$ cat src/rtl/mem_stage_if.sv
// mem_stage_if: EXE-to-MEM handshake and instruction payload bundle.
//   master (EXE): drives es_to_ms_valid and the es_* payload, samples ms_allowin.
//   slave  (MEM): samples es_to_ms_valid and the es_* payload, drives ms_allowin.
//   Payload: pc, result, dest, gr_we, res_from_mem, ld_op {ld_b,ld_bu,ld_h,ld_hu,ld_w},
//            addr_lo, mem_req (addr_ok already seen), ex (exception already raised).
interface mem_stage_if #(parameter int RESULT_W = 32) ();
    logic                es_to_ms_valid;
    logic                ms_allowin;
    logic [RESULT_W-1:0] es_pc;
    logic [RESULT_W-1:0] es_result;
    logic [4:0]          es_dest;
    logic                es_gr_we;
    logic                es_res_from_mem;
    logic [4:0]          es_ld_op;
    logic [1:0]          es_addr_lo;
    logic                es_mem_req;
    logic                es_ex;
    modport master (
        output es_to_ms_valid, es_pc, es_result, es_dest, es_gr_we, es_res_from_mem,
               es_ld_op, es_addr_lo, es_mem_req, es_ex,
        input  ms_allowin
    );
    modport slave (
        input  es_to_ms_valid, es_pc, es_result, es_dest, es_gr_we, es_res_from_mem,
               es_ld_op, es_addr_lo, es_mem_req, es_ex,
        output ms_allowin
    );
endinterface

$ cat src/rtl/mem_stage.sv
// mem_stage: LoongArch MEM stage; waits for data_sram_data_ok, extends load data,
//   hands results to WB and discards response beats owed to flushed instructions.
//   Ports: clk, resetn (async, active-low); es (mem_stage_if.slave) from EXE;
//   data_sram_data_ok/data_sram_rdata response; wb_flush, ws_allowin from WB;
//   ms_to_ws_valid, ms_pc, ms_final_result, ms_dest, ms_gr_we, ms_ex to WB;
//   ms_ex_kill to EXE; ms_fwd_valid/dest/data/stall to ID.
//   Option: MS_LOAD_FWD_EN forwards live response data in the data_ok cycle.
module mem_stage #(parameter int RESULT_W = 32) (
    input  logic                clk,
    input  logic                resetn,
    mem_stage_if.slave          es,
    input  logic                data_sram_data_ok,
    input  logic [RESULT_W-1:0] data_sram_rdata,
    input  logic                wb_flush,
    input  logic                ws_allowin,
    output logic                ms_to_ws_valid,
    output logic [RESULT_W-1:0] ms_pc,
    output logic [RESULT_W-1:0] ms_final_result,
    output logic [4:0]          ms_dest,
    output logic                ms_gr_we,
    output logic                ms_ex,
    output logic                ms_ex_kill,
    output logic                ms_fwd_valid,
    output logic [4:0]          ms_fwd_dest,
    output logic [RESULT_W-1:0] ms_fwd_data,
    output logic                ms_fwd_stall
);
    typedef enum logic [1:0] {S_EMPTY, S_WAIT, S_READY} state_t;
    state_t              state_q, state_d;
    logic [RESULT_W-1:0] pc_q, pc_d, result_q, result_d, rdata_q, rdata_d;
    logic [4:0]          dest_q, dest_d, ld_op_q, ld_op_d;
    logic [1:0]          addr_lo_q, addr_lo_d, discard_cnt_q, discard_cnt_d;
    logic                gr_we_q, gr_we_d, res_from_mem_q, res_from_mem_d, ex_q, ex_d;
    logic [2:0]          discard_sum;
    logic                ms_valid, data_claim, ms_ready_go, accept;
    logic [RESULT_W-1:0] load_data;

    function automatic logic [RESULT_W-1:0] extract(input logic [RESULT_W-1:0] d,
                                                    input logic [4:0] op, input logic [1:0] lo);
        logic [7:0]  b;
        logic [15:0] h;
        b = d[{lo, 3'b000} +: 8];
        h = lo[1] ? d[31:16] : d[15:0];
        return op[4] ? {{(RESULT_W-8){b[7]}}, b}   : op[3] ? {{(RESULT_W-8){1'b0}}, b} :
               op[2] ? {{(RESULT_W-16){h[15]}}, h} : op[1] ? {{(RESULT_W-16){1'b0}}, h} : d;
    endfunction

    assign ms_valid      = state_q != S_EMPTY;
    // A beat belongs to the waiting instruction only once every owed discard is drained.
    assign data_claim    = (state_q == S_WAIT) & data_sram_data_ok & (discard_cnt_q == 2'd0);
    assign ms_ready_go   = (state_q == S_READY) | data_claim;
    assign es.ms_allowin = !ms_valid | (ms_ready_go & ws_allowin);
    assign accept        = es.es_to_ms_valid & es.ms_allowin & !wb_flush;
    assign load_data     = extract(state_q == S_WAIT ? data_sram_rdata : rdata_q, ld_op_q, addr_lo_q);

    always_ff @(posedge clk or negedge resetn) begin
        if (!resetn) state_q <= S_EMPTY;
        else         state_q <= state_d;
    end

    always_comb begin
        state_d = wb_flush                   ? S_EMPTY :
                  accept                     ? (es.es_mem_req ? S_WAIT : S_READY) :
                  (ms_ready_go & ws_allowin) ? S_EMPTY :
                  data_claim                 ? S_READY : state_q;
    end

    always_comb begin
        pc_d           = accept ? es.es_pc           : pc_q;
        result_d       = accept ? es.es_result       : result_q;
        dest_d         = accept ? es.es_dest         : dest_q;
        gr_we_d        = accept ? es.es_gr_we        : gr_we_q;
        res_from_mem_d = accept ? es.es_res_from_mem : res_from_mem_q;
        ld_op_d        = accept ? es.es_ld_op        : ld_op_q;
        addr_lo_d      = accept ? es.es_addr_lo      : addr_lo_q;
        ex_d           = accept ? es.es_ex           : ex_q;
        rdata_d        = data_claim ? data_sram_rdata : rdata_q;
        // Owed beats: the killed waiting load (unless its beat lands now) and EXE's
        // accepted request, which dies with the flush whether or not MEM could take it.
        discard_sum    = {1'b0, discard_cnt_q}
                       + {2'b0, wb_flush & (state_q == S_WAIT) & !data_claim}
                       + {2'b0, wb_flush & es.es_to_ms_valid & es.es_mem_req}
                       - {2'b0, data_sram_data_ok & (discard_cnt_q != 2'd0)};
        discard_cnt_d  = discard_sum[1:0];
    end

    always_ff @(posedge clk or negedge resetn) begin
        if (!resetn) begin
            pc_q           <= '0;
            result_q       <= '0;
            dest_q         <= '0;
            gr_we_q        <= 1'b0;
            res_from_mem_q <= 1'b0;
            ld_op_q        <= '0;
            addr_lo_q      <= '0;
            ex_q           <= 1'b0;
            rdata_q        <= '0;
            discard_cnt_q  <= '0;
        end else begin
            pc_q           <= pc_d;
            result_q       <= result_d;
            dest_q         <= dest_d;
            gr_we_q        <= gr_we_d;
            res_from_mem_q <= res_from_mem_d;
            ld_op_q        <= ld_op_d;
            addr_lo_q      <= addr_lo_d;
            ex_q           <= ex_d;
            rdata_q        <= rdata_d;
            discard_cnt_q  <= discard_cnt_d;
        end
    end

    always_comb begin
        ms_to_ws_valid  = ms_valid & ms_ready_go;
        ms_pc           = pc_q;
        ms_final_result = res_from_mem_q ? load_data : result_q;
        ms_dest         = dest_q;
        ms_gr_we        = gr_we_q & !ex_q;
        ms_ex           = ms_valid & ex_q;
        ms_ex_kill      = ms_ex;
        ms_fwd_valid    = ms_valid & ms_gr_we & (dest_q != 5'd0);
        ms_fwd_dest     = dest_q;
`ifdef MS_LOAD_FWD_EN
        ms_fwd_data     = ms_final_result;
        ms_fwd_stall    = ms_valid & res_from_mem_q & !ex_q & (state_q == S_WAIT) & !data_claim;
`else
        ms_fwd_data     = res_from_mem_q ? extract(rdata_q, ld_op_q, addr_lo_q) : result_q;
        ms_fwd_stall    = ms_valid & res_from_mem_q & !ex_q & (state_q == S_WAIT);
`endif
    end

`ifndef SYNTHESIS
    always_ff @(posedge clk) begin
        if (resetn) assert (discard_sum < 3'd3);
    end
`endif
endmodule

$ cat src/flat_wrapper.sv
// flat-port wrapper written by rule: the top's interface ports become plain ports
module mem_stage_flat 
#(parameter int RESULT_W = 32)
  (clk, resetn, data_sram_data_ok, data_sram_rdata, wb_flush, ws_allowin, ms_to_ws_valid, ms_pc, ms_final_result, ms_dest, ms_gr_we, ms_ex, ms_ex_kill, ms_fwd_valid, ms_fwd_dest, ms_fwd_data, ms_fwd_stall, es_es_to_ms_valid, es_es_pc, es_es_result, es_es_dest, es_es_gr_we, es_es_res_from_mem, es_es_ld_op, es_es_addr_lo, es_es_mem_req, es_es_ex, es_ms_allowin);
  mem_stage_if #(.RESULT_W(RESULT_W)) es_i ();
  input  logic clk;
  input  logic resetn;
  input  logic data_sram_data_ok;
  input  logic [RESULT_W-1:0] data_sram_rdata;
  input  logic wb_flush;
  input  logic ws_allowin;
  output logic ms_to_ws_valid;
  output logic [RESULT_W-1:0] ms_pc;
  output logic [RESULT_W-1:0] ms_final_result;
  output logic [4:0] ms_dest;
  output logic ms_gr_we;
  output logic ms_ex;
  output logic ms_ex_kill;
  output logic ms_fwd_valid;
  output logic [4:0] ms_fwd_dest;
  output logic [RESULT_W-1:0] ms_fwd_data;
  output logic ms_fwd_stall;
  input wire logic [$bits(es_i.es_to_ms_valid)-1:0] es_es_to_ms_valid;
  input wire logic [$bits(es_i.es_pc)-1:0] es_es_pc;
  input wire logic [$bits(es_i.es_result)-1:0] es_es_result;
  input wire logic [$bits(es_i.es_dest)-1:0] es_es_dest;
  input wire logic [$bits(es_i.es_gr_we)-1:0] es_es_gr_we;
  input wire logic [$bits(es_i.es_res_from_mem)-1:0] es_es_res_from_mem;
  input wire logic [$bits(es_i.es_ld_op)-1:0] es_es_ld_op;
  input wire logic [$bits(es_i.es_addr_lo)-1:0] es_es_addr_lo;
  input wire logic [$bits(es_i.es_mem_req)-1:0] es_es_mem_req;
  input wire logic [$bits(es_i.es_ex)-1:0] es_es_ex;
  output wire logic [$bits(es_i.ms_allowin)-1:0] es_ms_allowin;
  assign es_i.es_to_ms_valid = es_es_to_ms_valid;
  assign es_i.es_pc = es_es_pc;
  assign es_i.es_result = es_es_result;
  assign es_i.es_dest = es_es_dest;
  assign es_i.es_gr_we = es_es_gr_we;
  assign es_i.es_res_from_mem = es_es_res_from_mem;
  assign es_i.es_ld_op = es_es_ld_op;
  assign es_i.es_addr_lo = es_es_addr_lo;
  assign es_i.es_mem_req = es_es_mem_req;
  assign es_i.es_ex = es_es_ex;
  assign es_ms_allowin = es_i.ms_allowin;
  mem_stage #(.RESULT_W(RESULT_W)) u_core (.clk(clk), .resetn(resetn), .es(es_i), .data_sram_data_ok(data_sram_data_ok), .data_sram_rdata(data_sram_rdata), .wb_flush(wb_flush), .ws_allowin(ws_allowin), .ms_to_ws_valid(ms_to_ws_valid), .ms_pc(ms_pc), .ms_final_result(ms_final_result), .ms_dest(ms_dest), .ms_gr_we(ms_gr_we), .ms_ex(ms_ex), .ms_ex_kill(ms_ex_kill), .ms_fwd_valid(ms_fwd_valid), .ms_fwd_dest(ms_fwd_dest), .ms_fwd_data(ms_fwd_data), .ms_fwd_stall(ms_fwd_stall));
endmodule
$ cat config.mk
export PLATFORM = sky130hd
export DESIGN_NAME = mem_stage_flat
export DESIGN_NICKNAME = d
export VERILOG_FILES = /design/src/rtl/mem_stage_if.sv /design/src/rtl/mem_stage.sv /design/src/flat_wrapper.sv
export SDC_FILE = /design/constraint.sdc
export NUM_CORES = 1
export LEC_CHECK = 0
export BUFFER_PORTS_ARGS = -buffer_cell sky130_fd_sc_hd__buf_2
export CAP_MARGIN = 25
export CORE_ASPECT_RATIO = 1.4
export CORE_MARGIN = 2
export CORE_UTILIZATION = 55
export CTS_CLUSTER_SIZE = 30
export DETAILED_ROUTE_END_ITERATION = 16
export PLACE_DENSITY = 0.93
export SYNTH_ARGS = -nofsm -noshare
export SYNTH_HDL_FRONTEND = slang
export SYNTH_SLANG_ARGS = --single-unit
$ cat constraint.sdc
create_clock -name clk -period 7.1 [get_ports clk]
set_input_delay 1.42 -clock clk [delete_from_list [all_inputs] [get_ports clk]]
set_output_delay 1.42 -clock clk [all_outputs]
set_load 0.01 [all_outputs]
# After elaboration in Yosys (flattened, before gate mapping)
# Index checks and enable logic that the tools add are counted.
dict set report classes {
  addsub 3
  mul 0
  div_mod_pow 0
  order_cmp 0
  n_eq_ne 2
  shift 2
  muxes 18
  bitwise 20
  reduce_logical 9
}
# operator count
set op_table {}
lappend op_table {{$mux 32} 11}
lappend op_table {{$shiftx 32x6->8} 2}
lappend op_table {{$mux 16} 2}
lappend op_table {{$and 1x1->1} 18}
lappend op_table {{$mux 2} 5}
lappend op_table {{$reduce_bool 5->1} 1}
lappend op_table {{$add 2x1->2} 2}
lappend op_table {{$logic_not 1->1} 4}
lappend op_table {{$reduce_bool 2->1} 2}
lappend op_table {{$reduce_bool 4->1} 1}
lappend op_table {{$eq 2x1->1 const B} 1}
lappend op_table {{$eq 2x2->1 const B} 1}
lappend op_table {{$logic_not 2->1} 1}
lappend op_table {{$or 1x1->1} 2}
lappend op_table {{$sub 2x1->2} 1}
dict set report totals {
  reg_bits 115
  latchBits 0
  ram_bits 0
  romBits 0
  input_bits 118
  out_inout_bits 113
  n_memories 0
}

# Longest topological paths before layout
# Gate-level depths: netlist (run 1).
dict set report logic_depth {
  word_depth 10
  depth_mapped 11
  ltp_nobuf 8
}

# Worst setup path before layout (run 1)
# OpenSTA, ideal clock, no wires.
dict set report synth_path {
  path_type {in2out}
  from {input port data_sram_rdata[31]}
  to {output port ms_final_result[27]}
  arrival_time_ps 2422
  required_ps 5680
  slack_ps 3258
  cell_stages 6
  n_path_buf 1
  cell_sequence {mux2i_1 nor2b_2 mux2_2 clkbuf_1 o21ai_0 a21oi_1}
}
dict set report synth_between {
  elab_chain_len 6
  elab_cells_between_ends 7
  classes_between {1 x shift; 6 x mux}
}
# item line
set synth_rtl {}
lappend synth_rtl {{start, declared} flat_wrapper.sv:9} ;# input logic [RESULT_W-1:0] data_sram_rdata;
lappend synth_rtl {{$mux 32 *} mem_stage.sv:54} ;# assign load_data = extract(state_q == S_WAIT ? data_sram_rdata : rdata_q, ld_op_q, addr_lo_q);
lappend synth_rtl {{branches (longest 3 deep; another with $shiftx 32x6->8)} --}
lappend synth_rtl {{$mux 32 *} mem_stage.sv:44} ;# return op[4] ? {{(RESULT_W-8){b[7]}}, b} : op[3] ? {{(RESULT_W-8){1'b0}}, b} :
lappend synth_rtl {{$mux 32 *} mem_stage.sv:116} ;# ms_final_result = res_from_mem_q ? load_data : result_q;
lappend synth_rtl {{end, declared} flat_wrapper.sv:14} ;# output logic [RESULT_W-1:0] ms_final_result;
# Mark *: on every way between the ends.

# Final worst setup path (run 1)
dict set report layout_path {
  from {register u_core.addr_lo_q[1]}
  to {output port ms_final_result[7]}
}
dict set report layout_between {
  elab_chain_len 6
  elab_cells_between_ends 7
  classes_between {1 x shift; 6 x mux}
}
# item line
set layout_rtl {}
lappend layout_rtl {{start, declared} mem_stage.sv:32} ;# logic [1:0] addr_lo_q, addr_lo_d, discard_cnt_q, discard_cnt_d;
lappend layout_rtl {{start signal, assigned} mem_stage.sv:106} ;# addr_lo_q <= addr_lo_d;
lappend layout_rtl {{branches (longest 4 deep; another with $shiftx 32x6->8)} --}
lappend layout_rtl {{$mux 32 *} mem_stage.sv:44}
lappend layout_rtl {{$mux 32 *} mem_stage.sv:116}
# Marks and branches as above.

==> impl_metrics.toml, run 1 <==
[run_status]
outcome = "finished, final reports clean"

[worst_setup_path]
critical_path.top_delay_family = "compound AO/OA/AOI/OAI gates"
crit_path_frequent_cell = "a21oi_1"
cp_slowest_cell = "dfrtp_1"
worstSetupPathType = "flip-flop to output port"
reg2reg_slack_ps = 4950
crit_fanout = 26
cp-end-kind = "output port"
critPathArrivalTime_ps = 3250
path_cells = "o21a_1 -> mux2i_1 -> a221oi_1 -> a21oi_1 -> a21oi_1 -> buf_2"
r2r_end = "u_core.result_q[11]$_DFFE_PN0P_"
slowest_delay_ps = 980
start_kind = "flip-flop"
crit_buf_inv = 1
timing.rr.start = "u_core.discard_cnt_q[1]$_DFF_PN0_"
reg2reg_depth = 5
worstPathRequired_ps = 5680

[synth]
synth_area_leader_cell = "dfrtp_1"
synth-edff-count = 0
ys_seq_area_frac = 0.412
ys_types = 46
synth_area_um2 = 6920
synth_cells = 693
synthArstFlopShare = 1.00
synth.top_cell.area_share = 0.412
synthTopCellsByArea = "dfrtp_1, mux2_2, mux2i_1"
synth_fp_nets = 813
yosys_warnings = 0
syn_avg_cell_area_um2 = 9.98
ys.flop_type = "dfrtp_1"
ys_ff_latch = 114

[placed_design]
hpwl_um = 14400
gp_congestion = 0.918
port_buffers = 229
placed_area_um2 = 8050

[detailed_routing]
vias = 6421
drt-initial-drc-count = 658
wirelength_um = 20800
vias_per_cell = 6.07
wl_per_cell_um = 19.7
drtPass1Iterations = 7
drc = 0
ant_nets = 0

[global_route]
grt_pass1_wl_um = 32800
antenna_found_initial = 0
grt_start_max_net_pins = 60
first_global_vias = 6408
grt.overflow.total = 0
grt_usage = 0.305

[sta]
period_needed_ps = 4670
setup-violations-final = 0
setup_tns_ps = 0
relSlewSlack = 0.301
worst_pin_slew_ps = 1050
grt_setup_unrepaired = "false"
max_freq_ghz = 0.214
hold_viol_final = 0
final-max-slew-violation-count = 0
clock_skew_ps = 9.55
fin_crit_sh = 0.657

[hold_path]
hold_start = "u_core.ms_pc[11]$_DFFE_PN0P_"
hold_path_depth = 1
hp-class = "flip-flop to flip-flop"
min_to = "u_core.ms_pc[11]$_DFFE_PN0P_"

[clock_network]
ctsHtreeMaxLevel = 4
cts_tree = "built"
cts_buffer_depth = 2
path_clk_slew_ps = 60
clk_latency_ps = 420
post_cts_buffers = 0
cts_sinks = 114
ctsResizeCount = 0
cts_inserted_buffers = 17
postCtsHoldBufs = 0
root_buffer = "clkbuf_16"

[power_and_ir_drop]
ir_drop_uv = 262
power.density_nw_per_um2 = 399
leakagePower_nw = 4.27

[floorplan]
die_w_um = 98.8
core_area_um2 = 12300
rows = 48
fp.dieH_um = 137
ios = 231
start_util = 0.562
die-area_um2 = 13500

[cells_and_area]
drive_gt1_frac = 0.454
fin_util = 0.702
syn2layout_area_growth_pct = 25.0
nets = 1013
fillers = 876
final_cell_area_um2 = 8650

[run]
cap_violations = 0
[sequential cells by signal (all words and copies together) (netlist names)]
name and flops:
u_core.state_q 2, u_core.ms_pc 32, u_core.ld_op_q 4, u_core.res_from_mem_q 1
u_core.addr_lo_q 2, u_core.rdata_q 32, u_core.discard_cnt_q 2, u_core.ms_dest 5
u_core.ex_q 1, u_core.gr_we_q 1, u_core.result_q 32
[Yosys cell counts, types with 6 or more instances]
master and n:
a21oi_1 61, buf_2 21, buf_4 12, clkbuf_1 21, dfrtp_1 114, mux2_2 110
mux2_4 9, mux2i_1 42, mux4_2 7, nand2_1 99, nand2b_1 6, nand3_1 24
nor2_1 55, o211ai_1 8, o21a_1 15, o21ai_0 24
[logic make-up (layout without fill, tap and decap cells)]
logic type,Yosys count,after routing,share of synthesized area
fa+ha+maj,2,2,0.00470
compound gates,131,131,0.114
xor+xnor,2,2,0.00253
flops,114,114,0.412
mux,168,168,0.282
buf+inv,65,278,0.0510
simple gates,211,211,0.133
other cells,0,1,0
[through the flow]
| step | worst slack (ps) | power, mW | hold slack, ps | cells |
|---|---|---|---|---|
| after CTS | 2500 | 3.43 | 502 | 1056 |
| after detailed placement | 2620 | 2.55 | 488 | 1024 |
| after global placement | 2690 | 2.48 | 481 | 1022 |
| after global routing | 2230 | 3.63 | 516 | 1056 |
| after floorplan | 3260 | 2.03 | 471 | 693 |
| final | 2430 | 3.45 | 501 | 1057 |
[layer usage]
layer | global-route usage | up-vias | share of wire
met5 | 0 | - | 0
met4 | 0.159 | 0 | 0.048
met3 | 0.0787 | 90 | 0.089
met2 | 0.494 | 398 | 0.49
met1 | 0.376 | 3081 | 0.37
li1 | - | 2852 | -
[placed cells by master, fill, tap and decap left out, types with 7 or more instances in the layout]
| cell type | n |
|---|---|
| nor2_1 | 54 |
| o211ai_1 | 8 |
| mux4_2 | 7 |
| nand3_1 | 24 |
| nand2_1 | 99 |
| buf_4 | 11 |
| mux2i_1 | 42 |
| o21a_1 | 15 |
| buf_2 | 228 |
| mux2_4 | 9 |
| dfrtp_1 | 113 |
| clkbuf_16 | 17 |
| a21oi_1 | 61 |
| mux2_2 | 110 |
| o21ai_0 | 23 |
[report_power, final]
part	switching (mW)	internal, mW
registers	0.203	0.851
clock network	0.335	0.530
logic	0.842	0.685
total	1.38	2.07
[cell type report]
class | instances | area, um^2 | area share
well taps | 150 | 188 | 0.0217
diodes | 1 | 2.50 | 0.000289
flip-flops and latches | 114 | 2850 | 0.330
clock inverters | 14 | 154 | 0.0178
clock buffers | 18 | 439 | 0.0508
multi-input cells | 514 | 3730 | 0.431
inverters | 5 | 18.8 | 0.00217
repair buffers | 241 | 1270 | 0.146
[worst max-delay path by stage]
| stage | startpoint | to | slack (ps) | cells past startpoint |
|---|---|---|---|---|
| global route | u_core.addr_lo_q[1]$_DFFE_PN0P_ | ms_final_result[7] | 2230 | 6 |
| finish | u_core.addr_lo_q[1]$_DFFE_PN0P_ | ms_final_result[7] | 2430 | 6 |
| floorplan | data_sram_rdata[31] | ms_final_result[27] | 3260 | 6 |
| global placement | data_sram_rdata[15] | ms_final_result[23] | 2690 | 7 |
| CTS | u_core.addr_lo_q[1]$_DFFE_PN0P_ | ms_final_result[7] | 2500 | 6 |
| detailed placement | data_sram_rdata[15] | ms_final_result[23] | 2620 | 7 |
No activity file was read; power rests on OpenSTA's default activity.
==> run 2: changes to the inputs <==
CORE_UTILIZATION = 46   (was 55)
PLACE_DENSITY = 0.84   (was 0.93)
clock period = 4.1 ns   (was 7.1 ns; I/O delays follow)
==> run 2 against run 1 <==
Register-to-register slack worse by 3300 ps. First-iteration DRC count is 15% lower. Final cell count is 4.4% higher. Highest routed layer unchanged.
==> impl_metrics.toml, run 2 (synthesized netlist as in run 1, its figures left out) <==
[detailed_routing]
vias_per_cell = 5.66
wl_met1_um = 8000
ant_nets = 0
met3_length_um = 1480
vias = 6248
topRoutingLayerUsed = "met4"
drt-initial-drc-count = 561
dr_wl_met2_um = 10700
drc = 0
drtPass1Iterations = 5
wl_per_cell_um = 19.1
wirelength_um = 21100

[power_and_ir_drop]
ir_drop_uv = 433
switching_share = 0.402
p_switching_mw = 2.40
pwr-share-seq = 0.308
p_clk_frac = 0.253
power.density_nw_per_um2 = 684
intPower_mw = 3.57
leakagePower_nw = 4.28
power_frac_comb = 0.439
p_total_mw = 5.97

[clock_network]
ctsHtreeMaxLevel = 4
path_clk_slew_ps = 70
cts_tree = "built"
cts_inserted_buffers = 17
postCtsHoldBufs = 0
ctsResizeCount = 0
root_buffer = "clkbuf_16"
clk_latency_ps = 420
cts_buffer_depth = 2
cts_sinks = 114
post_cts_buffers = 0

[global_route]
grt_pass1_wl_um = 33000
grt_usage = 0.264
antenna_found_initial = 3
grt.overflow.total = 0
first_global_vias = 6378
grt_start_max_net_pins = 63

[sta]
max_freq_ghz = 0.285
layout_setup_ws_ps = 593
hold_slack_ps = 470
hold_viol_final = 0
worst_pin_slew_ps = 884
final-max-slew-violation-count = 0
period_needed_ps = 3510
fin_crit_sh = 0.855
setup_tns_ps = 0
grt_setup_unrepaired = "false"
relSlewSlack = 0.411
clock_skew_ps = 12.0
setup-violations-final = 0

[worst_setup_path]
r2r_end = "u_core.discard_cnt_q[1]$_DFF_PN0_"
worstSetupPathType = "flip-flop to output port"
critPathArrivalTime_ps = 2690
worstPathRequired_ps = 3280
timing.rr.start = "u_core.state_q[1]$_DFFE_PN0P_"
reg2reg_depth = 8
cp-end-kind = "output port"
crit_fanout = 26
reg2reg_slack_ps = 1700
start_kind = "flip-flop"

[floorplan]
die_w_um = 108
rows = 53
die-area_um2 = 16000
start_util = 0.466
fp.dieH_um = 149
core_area_um2 = 14900
ios = 231

[placed_design]
dp_slack_ps = 812
gp_congestion = 0.927
port_buffers = 229
hpwl_um = 15100
placed_area_um2 = 8120

[cells_and_area]
final_cell_mix = "buf_2, dfrtp_1, mux2_2"
drive_gt1_frac = 0.455
layout_commonest_cell = "buf_2"
syn2layout_area_growth_pct = 26.2
final_cell_area_um2 = 8730
nets = 1015

[run_status]
outcome = "finished, final reports clean"

[hold_path]
hp-class = "primary input to async pin"

[run]
cap_violations = 0
[run 2: cell count changes in the layout (fill, tap and decap cells not counted), sizes merged]
cell and change:
clkinvlp +1, clkbuf -1, clkinv -2, buf +2, diode +2, inv +2
[run 2: stage by stage]
step,utilization,std cells
3_3_place_gp,0.547,1068
2_1_floorplan,-,693
5_1_grt,0.588,1103
3_5_place_dp,0.547,1068
6_report,0.588,1103
4_1_cts,0.587,1100
[run 2: worst max path at each step]
stage / from / to / slack [ps] / cells past startpoint
finish: u_core.state_q[1]$_DFFE_PN0P_ / ms_final_result[29] / 590 / 7
global route: u_core.state_q[1]$_DFFE_PN0P_ / ms_final_result[30] / 480 / 7
CTS: u_core.state_q[1]$_DFFE_PN0P_ / ms_final_result[29] / 620 / 7
detailed placement: data_sram_rdata[31] / ms_final_result[23] / 810 / 7
global placement: data_sram_rdata[31] / ms_final_result[23] / 870 / 7
floorplan: data_sram_rdata[31] / ms_final_result[27] / 1460 / 6
[run 2: final cells by class]
cell class	instances	area [um^2]
timing repair buffer	243	1280
multi-input combinational	514	3730
tap	192	240
antenna	3	7.51
sequential	114	2850
clock buffer	17	425
inverter	5	18.8
clock inverter	15	174
fill	1278	6120
[run 2: metal layers]
layer  GRT usage  vias to the layer above
met5           0                        -
li1            -                     2864
met4       0.133                        0
met2       0.445                      311
met1       0.315                     3002
met3      0.0590                       71
[run 2: worst max-delay path, stage by stage, from the launching register on]
cell and delay [ps]:
dfrtp_1 430, nand2b_2 570, buf_12 280, mux2i_1 340, nor2_1 60, o21ai_0 220
a21oi_1 140, buf_2 190
[run 2: power groups by stage]
stage	Sequential, mW	Clock, mW	Combinational, mW
floorplan	1.75	0	1.76
global placement	1.81	0	2.53
detailed placement	1.83	0	2.59
CTS	1.82	1.52	2.62
global route	1.88	1.58	2.86
finish	1.84	1.51	2.62
==> run 3: changes to the inputs <==
CORE_UTILIZATION = 55   (was 46)
PLACE_DENSITY = 0.93   (was 0.84)
clock period = 4.43 ns   (was 4.1 ns; I/O delays follow)
==> run 3 against run 2 <==
Final cell count is 3.8% lower. Combinational power shrank 6%. Non-clock buffer count rose by 2. Largest cell class unchanged. Highest routed layer unchanged. Utilization up 12 points. First-iteration DRC count increased by 6.4%. Critical path type unchanged.
==> impl_metrics.toml, run 3 (synthesized netlist as in run 1, its figures left out) <==
[global_route]
grt_pass1_wl_um = 33100
antenna_found_initial = 0
first_global_vias = 6560
grt_usage = 0.310
grt.overflow.total = 0
grt_start_max_net_pins = 65

[power_and_ir_drop]
switching_share = 0.396
power.density_nw_per_um2 = 642
p_switching_mw = 2.21
intPower_mw = 3.37
pwr-share-seq = 0.304
leakagePower_nw = 4.29
p_clk_frac = 0.256
ir_drop_uv = 377
power_frac_comb = 0.441

[clock_network]
root_buffer = "clkbuf_16"
path_clk_slew_ps = 60
cts_buffer_depth = 2
clk_latency_ps = 410
cts_sinks = 114
postCtsHoldBufs = 0
ctsHtreeMaxLevel = 4
cts_inserted_buffers = 17
cts_tree = "built"
post_cts_buffers = 0
ctsResizeCount = 0

[detailed_routing]
vias_per_cell = 6.05
wirelength_um = 20800
vias = 6421
drc = 0
wl_per_cell_um = 19.6
drt-initial-drc-count = 597
drtPass1Iterations = 6
ant_nets = 0

[sta]
clock_skew_ps = 8.89
worst_pin_slew_ps = 911
fin_crit_sh = 0.846
relSlewSlack = 0.392
grt_setup_unrepaired = "false"
setup-violations-final = 0
max_freq_ghz = 0.267
final-max-slew-violation-count = 0
period_needed_ps = 3750
setup_tns_ps = 0
hold_viol_final = 0

[floorplan]
die-area_um2 = 13500
die_w_um = 98.8
ios = 231
start_util = 0.562
core_area_um2 = 12300
fp.dieH_um = 137
rows = 48

[worst_setup_path]
critPathArrivalTime_ps = 2860
crit_fanout = 26
worstPathRequired_ps = 3540
start_kind = "flip-flop"
worstSetupPathType = "flip-flop to output port"
cp-end-kind = "output port"
timing.rr.start = "u_core.state_q[1]$_DFFE_PN0P_"
critPathLaunch = "u_core.addr_lo_q[0]$_DFFE_PN0P_"

[cells_and_area]
final_cell_mix = "buf_2, dfrtp_1, mux2_2"
nets = 1017
layout.cells.non_filler = 1061
syn2layout_area_growth_pct = 25.6
drive_gt1_frac = 0.456
layout_commonest_cell = "buf_2"

[run]
cap_violations = 0

[placed_design]
gp_congestion = 0.961
dp.cells = 1028
port_buffers = 229
hpwl_um = 14900

[hold_path]
hold_start = "u_core.ms_pc[18]$_DFFE_PN0P_"
hp-class = "flip-flop to flip-flop"

[run_status]
outcome = "finished, final reports clean"
-- run 3: layer usage --
| layer | share of wire | GRT usage |
|---|---|---|
| met1 | 0.37 | 0.376 |
| met2 | 0.49 | 0.514 |
| met3 | 0.083 | 0.0710 |
| met4 | 0.053 | 0.161 |
| met5 | 0 | 0 |
-- run 3: per-stage QoR --
step           power, mW  instance area [um^2]  setup WS (ps)   util  hold WS [ps]
2_1_floorplan       3.25                  6920           1660      -           471
3_3_place_gp        3.99                  8070           1090  0.655           480
3_5_place_dp        4.08                  8070           1040  0.655           490
4_1_cts             5.55                  8690            713  0.705           503
5_1_grt             5.88                  8690            478  0.705           516
6_report            5.58                  8690            683  0.706           503
-- run 3: final timing paths --
kind                                                endpoint  slack, ps  depth (start not counted)
hold / removal                  u_core.ms_pc[18]$_DFFE_PN0P_        500                          1
max in group asynchronous       u_core.ms_pc[23]$_DFFE_PN0P_       2940                          2
setup / recovery                          ms_final_result[9]        680                          6
hold reg to reg                 u_core.ms_pc[18]$_DFFE_PN0P_        500                          1
setup reg to reg           u_core.discard_cnt_q[1]$_DFF_PN0_       1850                          8
min in group asynchronous       u_core.ms_pc[31]$_DFFE_PN0P_        580                          1
-- run 3: area by class of cell --
type | count | area [um^2]
Antenna cell | 1 | 2.50
Clock buffer | 18 | 439
Clock inverter | 14 | 179
Fill cell | 823 | 3620
Inverter | 5 | 18.8
Multi-Input combinational cell | 514 | 3730
Sequential cell | 114 | 2850
Tap cell | 150 | 188
Timing Repair Buffer | 245 | 1280
-- run 3: worst max-delay path: stages (launching register included) --
cell and delay [ps]:
dfrtp_1 440, buf_4 370, mux2_2 400, mux2i_1 220
o221a_2 600, a21oi_1 220, buf_2 190
-- run 3: power by group through the flow --
stage	sequential (mW)	clock, mW	combinational, mW
finish	1.69	1.43	2.46
floorplan	1.62	0	1.63
CTS	1.67	1.44	2.43
detailed placement	1.68	0	2.40
global route	1.73	1.49	2.66
global placement	1.66	0	2.33
